`config.mk`:
```
export PLATFORM = sky130hd
export DESIGN_NAME = fft_frame_sequencer_flat
export DESIGN_NICKNAME = d
export VERILOG_FILES = /design/src/rtl/fft_frame_sequencer_if.sv /design/src/rtl/fft_frame_sequencer.sv /design/src/flat_wrapper.sv
export SDC_FILE = /design/constraint.sdc
export NUM_CORES = 2
export LEC_CHECK = 0
export BUFFER_PORTS_ARGS = -buffer_cell sky130_fd_sc_hd__buf_4
export CORE_MARGIN = 5
export CORE_UTILIZATION = 40
export CTS_CLUSTER_SIZE = 40
export DETAILED_ROUTE_END_ITERATION = 8
export GPL_TIMING_DRIVEN = 0
export HOLD_SLACK_MARGIN = 0.06
export SETUP_SLACK_MARGIN = 0.1
export SLEW_MARGIN = 5
export SYNTH_ARGS = -nofsm -noshare
export SYNTH_HDL_FRONTEND = slang
export SYNTH_SLANG_ARGS = --single-unit
```
`constraint.sdc`:
```
create_clock -name clk -period 10.1 [get_ports clk]
set_input_delay 1.01 -clock clk [delete_from_list [all_inputs] [get_ports clk]]
set_output_delay 1.01 -clock clk [all_outputs]
set_load 0.005 [all_outputs]
```
`src/rtl/fft_frame_sequencer_if.sv`:
```
// fft_frame_sequencer_if: upstream sample stream and downstream bin stream
interface fft_frame_sequencer_if #(
    parameter int DW = 16
);
    logic          s_valid;
    logic          s_ready;
    logic [DW-1:0] s_real;
    logic [DW-1:0] s_imag;
    logic          m_valid;
    logic          m_ready;
    logic [DW-1:0] m_real;
    logic [DW-1:0] m_imag;
    logic [4:0]    m_index;
    logic          m_last;
    modport master (
        output s_valid, s_real, s_imag, m_ready,
        input  s_ready, m_valid, m_real, m_imag, m_index, m_last
    );
    modport slave (
        input  s_valid, s_real, s_imag, m_ready,
        output s_ready, m_valid, m_real, m_imag, m_index, m_last
    );
endinterface

```
`src/rtl/fft_frame_sequencer.sv`:
```
// fft_frame_sequencer: buffers a frame, feeds the FFT core, captures and drains its bins
module fft_frame_sequencer #(
    parameter int DW      = 16,
    parameter int N       = 32,
    parameter int TIMEOUT = 1023,
    parameter int CAP_LAT = 1
) (
    input  logic                  clk,
    input  logic                  reset,
    fft_frame_sequencer_if.slave  bus,
    output logic                  fft_rst_o,
    output logic [DW-1:0]         fft_real_o,
    output logic [DW-1:0]         fft_imag_o,
    input  logic                  fft_done_i,
    input  logic [DW-1:0]         fft_real_i,
    input  logic [DW-1:0]         fft_imag_i,
    output logic                  busy_o,
    output logic                  err_o,
    output logic [15:0]           frames_o
);
    localparam int CW = $clog2(TIMEOUT + N + CAP_LAT + 1);
    typedef enum logic [2:0] {FILL, LOAD, WAIT, CAPTURE, DRAIN} state_t;
    state_t          state_q;
    logic [5:0]      in_count_q, in_count_d;
    logic [4:0]      out_idx_q;
    logic [CW-1:0]   cnt_q, cap_full;
    logic            err_q;
    logic [15:0]     frames_q;
    logic [2*DW-1:0] inbuf  [N];
    logic [2*DW-1:0] outbuf [N];
    logic            accept, take, cap_we;
    assign bus.s_ready = state_q != LOAD && in_count_q < 6'(N);
    assign accept      = bus.s_valid && bus.s_ready;
    assign take        = bus.m_valid && bus.m_ready;
    assign in_count_d  = (state_q == LOAD && cnt_q == CW'(N - 1)) ? 6'd0 : in_count_q + 6'(accept);
    // cnt_q below CAP_LAT-1 wraps to a huge index, which suppresses the write
    assign cap_full    = cnt_q - CW'(CAP_LAT - 1);
    assign cap_we      = state_q == CAPTURE && cap_full < CW'(N);
    assign fft_rst_o   = !(state_q inside {LOAD, WAIT, CAPTURE});
    assign {fft_real_o, fft_imag_o} = state_q == LOAD ? inbuf[cnt_q[4:0]] : '0;
    assign bus.m_valid = state_q == DRAIN;
    assign {bus.m_real, bus.m_imag} = outbuf[out_idx_q];
    assign bus.m_index = out_idx_q;
    assign bus.m_last  = state_q == DRAIN && &out_idx_q;
    assign busy_o      = state_q != FILL;
    assign err_o       = err_q;
    assign frames_o    = frames_q;

    // frame buffers: upstream writes the input frame, core outputs fill the output frame
    always_ff @(posedge clk) begin
        if (accept) inbuf[in_count_q[4:0]] <= {bus.s_real, bus.s_imag};
        if (cap_we) outbuf[cap_full[4:0]] <= {fft_real_i, fft_imag_i};
    end

    // frame sequencing: fill, load the core, wait for done, capture, drain
    always_ff @(posedge clk) begin
        if (reset) begin
            state_q    <= FILL;
            in_count_q <= '0;
            out_idx_q  <= '0;
            cnt_q      <= '0;
            err_q      <= 1'b0;
            frames_q   <= '0;
        end else begin
            in_count_q <= in_count_d;
            err_q      <= 1'b0;
            cnt_q      <= cnt_q + 1'b1;
            case (state_q)
                FILL: if (in_count_q == 6'(N)) begin
                    state_q <= LOAD;
                    cnt_q   <= '0;
                end
                LOAD: if (cnt_q == CW'(N - 1)) begin
                    state_q <= WAIT;
                    cnt_q   <= '0;
                end
                WAIT: if (fft_done_i) begin
                    state_q <= CAPTURE;
                    cnt_q   <= '0;
                end else if (cnt_q == CW'(TIMEOUT - 1)) begin
                    state_q   <= FILL;
                    err_q     <= 1'b1;
                    out_idx_q <= '0;
                end
                CAPTURE: if (cnt_q == CW'(N + CAP_LAT - 2)) state_q <= DRAIN;
                DRAIN: if (take) begin
                    out_idx_q <= out_idx_q + 5'd1;
                    if (&out_idx_q) begin
                        frames_q <= frames_q + 16'd1;
                        state_q  <= in_count_q == 6'(N) ? LOAD : FILL;
                        cnt_q    <= '0;
                    end
                end
                default: state_q <= FILL;
            endcase
        end
    end
endmodule

```
`src/flat_wrapper.sv`:
```
// flat-port wrapper written by rule: the top's interface ports become plain ports
module fft_frame_sequencer_flat 
#(
    parameter int DW      = 16,
    parameter int N       = 32,
    parameter int TIMEOUT = 1023,
    parameter int CAP_LAT = 1
)
  (clk, reset, fft_rst_o, fft_real_o, fft_imag_o, fft_done_i, fft_real_i, fft_imag_i, busy_o, err_o, frames_o, bus_s_valid, bus_s_real, bus_s_imag, bus_m_ready, bus_s_ready, bus_m_valid, bus_m_real, bus_m_imag, bus_m_index, bus_m_last);
  fft_frame_sequencer_if #(.DW(DW)) bus_i ();
  input  logic clk;
  input  logic reset;
  output logic fft_rst_o;
  output logic [DW-1:0] fft_real_o;
  output logic [DW-1:0] fft_imag_o;
  input  logic fft_done_i;
  input  logic [DW-1:0] fft_real_i;
  input  logic [DW-1:0] fft_imag_i;
  output logic busy_o;
  output logic err_o;
  output logic [15:0] frames_o;
  input wire logic [$bits(bus_i.s_valid)-1:0] bus_s_valid;
  input wire logic [$bits(bus_i.s_real)-1:0] bus_s_real;
  input wire logic [$bits(bus_i.s_imag)-1:0] bus_s_imag;
  input wire logic [$bits(bus_i.m_ready)-1:0] bus_m_ready;
  output wire logic [$bits(bus_i.s_ready)-1:0] bus_s_ready;
  output wire logic [$bits(bus_i.m_valid)-1:0] bus_m_valid;
  output wire logic [$bits(bus_i.m_real)-1:0] bus_m_real;
  output wire logic [$bits(bus_i.m_imag)-1:0] bus_m_imag;
  output wire logic [$bits(bus_i.m_index)-1:0] bus_m_index;
  output wire logic [$bits(bus_i.m_last)-1:0] bus_m_last;
  assign bus_i.s_valid = bus_s_valid;
  assign bus_i.s_real = bus_s_real;
  assign bus_i.s_imag = bus_s_imag;
  assign bus_i.m_ready = bus_m_ready;
  assign bus_s_ready = bus_i.s_ready;
  assign bus_m_valid = bus_i.m_valid;
  assign bus_m_real = bus_i.m_real;
  assign bus_m_imag = bus_i.m_imag;
  assign bus_m_index = bus_i.m_index;
  assign bus_m_last = bus_i.m_last;
  fft_frame_sequencer #(.DW(DW), .N(N), .TIMEOUT(TIMEOUT), .CAP_LAT(CAP_LAT)) u_core (.clk(clk), .reset(reset), .bus(bus_i), .fft_rst_o(fft_rst_o), .fft_real_o(fft_real_o), .fft_imag_o(fft_imag_o), .fft_done_i(fft_done_i), .fft_real_i(fft_real_i), .fft_imag_i(fft_imag_i), .busy_o(busy_o), .err_o(err_o), .frames_o(frames_o));
endmodule
```
==> flow_metrics.py <==
metrics = {
    "global_route": {
        "gr-usage-all-layers_pct": 20.1,
        "grt_pass1_wl_um": 297000,
        "grt_pass1_vias": 39088,
        "grt_overflow": 0,
        "grt_max_degree": 33,
        "antenna_found_initial": 16,
    },
    "critical_path": {
        "start_kind": "flip-flop",
        "crit_fanout": 10,
        "worstPathArrival_ns": 5.10,
        "end_kind": "primary output",
        "required_ns": 9.09,
        "worstSetupPathType": "flip-flop to primary output",
        "rrSetupSlack_ns": 5.44,
    },
    "sta": {
        "setup_tns_ns": 0,
        "setup_viol_count_final": 0,
        "hold_viol_final": 0,
        "slew_headroom_pct": 3.48,
        "timing.fmax_mhz": 164,
        "finalCriticalPeriod_ns": 6.11,
        "maxSlewViolCount": 0,
        "period_share_pct": 60.5,
        "tightest_slew_ns": 1.45,
        "finClkSkew_ns": 0.0581,
        "rsz0062_at_grt": "false",
    },
    "clock_network": {
        "cts_setup_buffers": 0,
        "cts_tree": "yes",
        "h-tree-depth": 4,
        "clk_pin_slew_ns": 0.06,
        "cts_buffers": 210,
        "insertion_delay_ns": 0.87,
        "cts_sinks": 2095,
        "cts-resized-gates": 0,
        "clockBufferDepth": 3,
        "cts_hold_buf": 0,
        "root_buffer": "clkbuf_16",
    },
    "synth": {
        "synth_top_area_share_pct": 77.3,
        "yosys_warnings": 0,
        "synth-seq-cells": 2095,
        "synthArstFlopShare_pct": 0,
        "ys_types": 48,
        "yosys-mux-area-fraction_pct": 16.9,
        "synth_flop_cell": "edfxtp_1",
        "yosysSeqAreaShare_pct": 78.5,
        "synth_area_per_cell_um2": 23.8,
        "synth_edf_count": 2048,
        "synth-simple-area-share_pct": 1.37,
        "synth_xor_area_share_pct": 0.187,
        "synth_compound_area_share_pct": 1.82,
        "synth.top_cells.by_area": "edfxtp_1, mux4_2, dfxtp_1, a22oi_1, mux2_2",
        "yosysTopAreaCell": "edfxtp_1",
        "synthAdderAreaFrac_pct": 0.142,
        "synth_top_family_by_area": "multiplexers",
        "syn_area_mm2": 0.0796,
        "syn_inst": 3348,
        "synth.net_count": 3426,
    },
    "run": {
        "drv_cap": 0,
    },
    "place": {
        "hpwl_um": 136000,
        "routabilityCongestion": 0.741,
        "dp.cells": 6222,
        "io_buffers": 158,
    },
    "layout": {
        "utilization_pct": 47.0,
        "seqCellArea_mm2": 0.0624,
        "final_common_cell": "edfxtp_1",
        "final_layout_size_suffix_gt1_share_pct": 32.3,
        "final_nets": 3872,
        "multiInputGateArea_mm2": 0.0167,
        "final_cell_mix": "edfxtp_1, mux4_2, clkbuf_16",
        "area_delta_synth_final_pct": 16.7,
        "fill_cells": 15915,
        "final_cell_count_no_fill": 6618,
    },
    "status": {
        "status": "finished, final reports clean",
    },
    "drt": {
        "ant_nets": 0,
        "drtPass1Iterations": 5,
        "wl_per_cell_um": 32.1,
        "vias": 38228,
        "drt_wl_total_um": 213000,
        "drc": 0,
        "drt_iter0_markers": 4427,
        "vias_per_cell": 5.78,
    },
    "power_and_ir_drop": {
        "leakagePower_nw": 27.9,
        "max-vdd-ir-drop_mv": 0.191,
        "power.density_mw_per_mm2": 208,
        "finalPower_mw": 19.3,
    },
    "die": {
        "io_pins": 160,
        "rows": 163,
        "dieWidth_um": 456,
        "fp.dieH_um": 456,
        "initial_core_util_pct": 40.3,
        "core_area_mm2": 0.198,
        "die_area_mm2": 0.208,
    },
    "hold_path": {
        "holdCritPathClass": "flip-flop to flip-flop",
    },
}
## logic make-up after synthesis
logic type               count (synthesis)
flip-flops                            2095
multiplexers                           618
AND/OR/NAND/NOR                        221
buffers and inverters                  197
AO/OA/AOI/OAI                          191
XOR/XNOR                                17
adder cells (fa/ha/maj)                  9
## per-stage QoR
stage | setup WS, ns | instance area [um^2] | hold WS, ns
finish | 3.99 | 92900 | 0.512
global placement | 3.35 | 84100 | 0.506
global route | 3.99 | 92900 | 0.493
floorplan | 6.74 | 79600 | 0.487
CTS | 3.91 | 92900 | 0.467
detailed placement | 4.87 | 86200 | 0.498
## cell type report
class,instances,share of cell area (%)
antenna,7,0.0189
buffer,184,0.903
clock buffer,248,5.83
clock inverter,141,1.36
inverter,13,0.0525
multi-input combinational,1056,18.0
sequential,2095,67.2
tap,2640,3.56
timing repair buffer,234,3.04
## state kept, by name (all words and copies together), names as in the netlist, named ones only
signal,cells
u_core.inbuf,1024
u_core.outbuf,1024
u_core.frames_o,16
u_core.cnt_q,11
u_core.in_count_q,6
u_core.bus.m_index,5
u_core.state_q,3
u_core.err_o,1
## power breakdown
group	internal (mW)	total [mW]	switching [mW]
registers	9.62	9.65	0.0211
logic	0.868	2.12	1.26
clock network	4.21	7.56	3.36
## critical path: stages (launching register included)
cell and delay [ns]:
dfxtp_1 0.52, and3b_1 0.21, clkbuf_1 0.40, clkbuf_1 0.96, clkbuf_1 0.95, a22oi_1 0.24
a31oi_1 0.70, buf_4 0.23
## worst paths after layout
path | start | end | depth (start not counted)
setup / recovery | u_core.cnt_q[4] | fft_real_o[1] | 7
hold / removal | u_core.frames_o[6] | u_core.frames_o[6] | 2
setup reg to reg | u_core.cnt_q[1] | u_core.outbuf[28][19] | 9
hold reg to reg | u_core.frames_o[6] | u_core.frames_o[6] | 2
## Yosys cell counts, types with 2 or more instances
cell type and n:
a2111oi_0 2, a21oi_1 10, a221oi_1 32, a22o_1 32, a22oi_1 64, a31oi_1 34, and2_1 3, and3_1 4
and3b_1 3, and4_1 4, buf_1 20, buf_2 45, buf_4 14, buf_6 5, clkbuf_1 100, dfxtp_1 47
edfxtp_1 2048, ha_1 9, inv_1 12, mux2_2 40, mux2i_1 2, mux4_2 576, nand2_1 19, nand2b_1 3
nand3_1 17, nand3b_1 8, nand4_1 7, nor2_1 96, nor2b_1 8, nor3_1 23, nor3b_1 4, nor4_1 5
o211ai_1 3, o21ai_0 6, o21bai_1 2, o41ai_1 3, or2_2 4, or3_1 7, or3b_2 3, xnor2_1 9
xor2_1 8
## routing by layer
| metal | vias to the layer above | part of all wire (%) | track usage, % |
|---|---|---|---|
| met5 | - | 0.019 | 0 |
| met4 | 6 | 3.8 | 7.67 |
| met3 | 385 | 7.6 | 4.40 |
| met2 | 1814 | 51 | 33.9 |
| met1 | 20620 | 38 | 25.6 |
| li1 | 15403 | - | - |
Power figures use the tool's default switching activity.
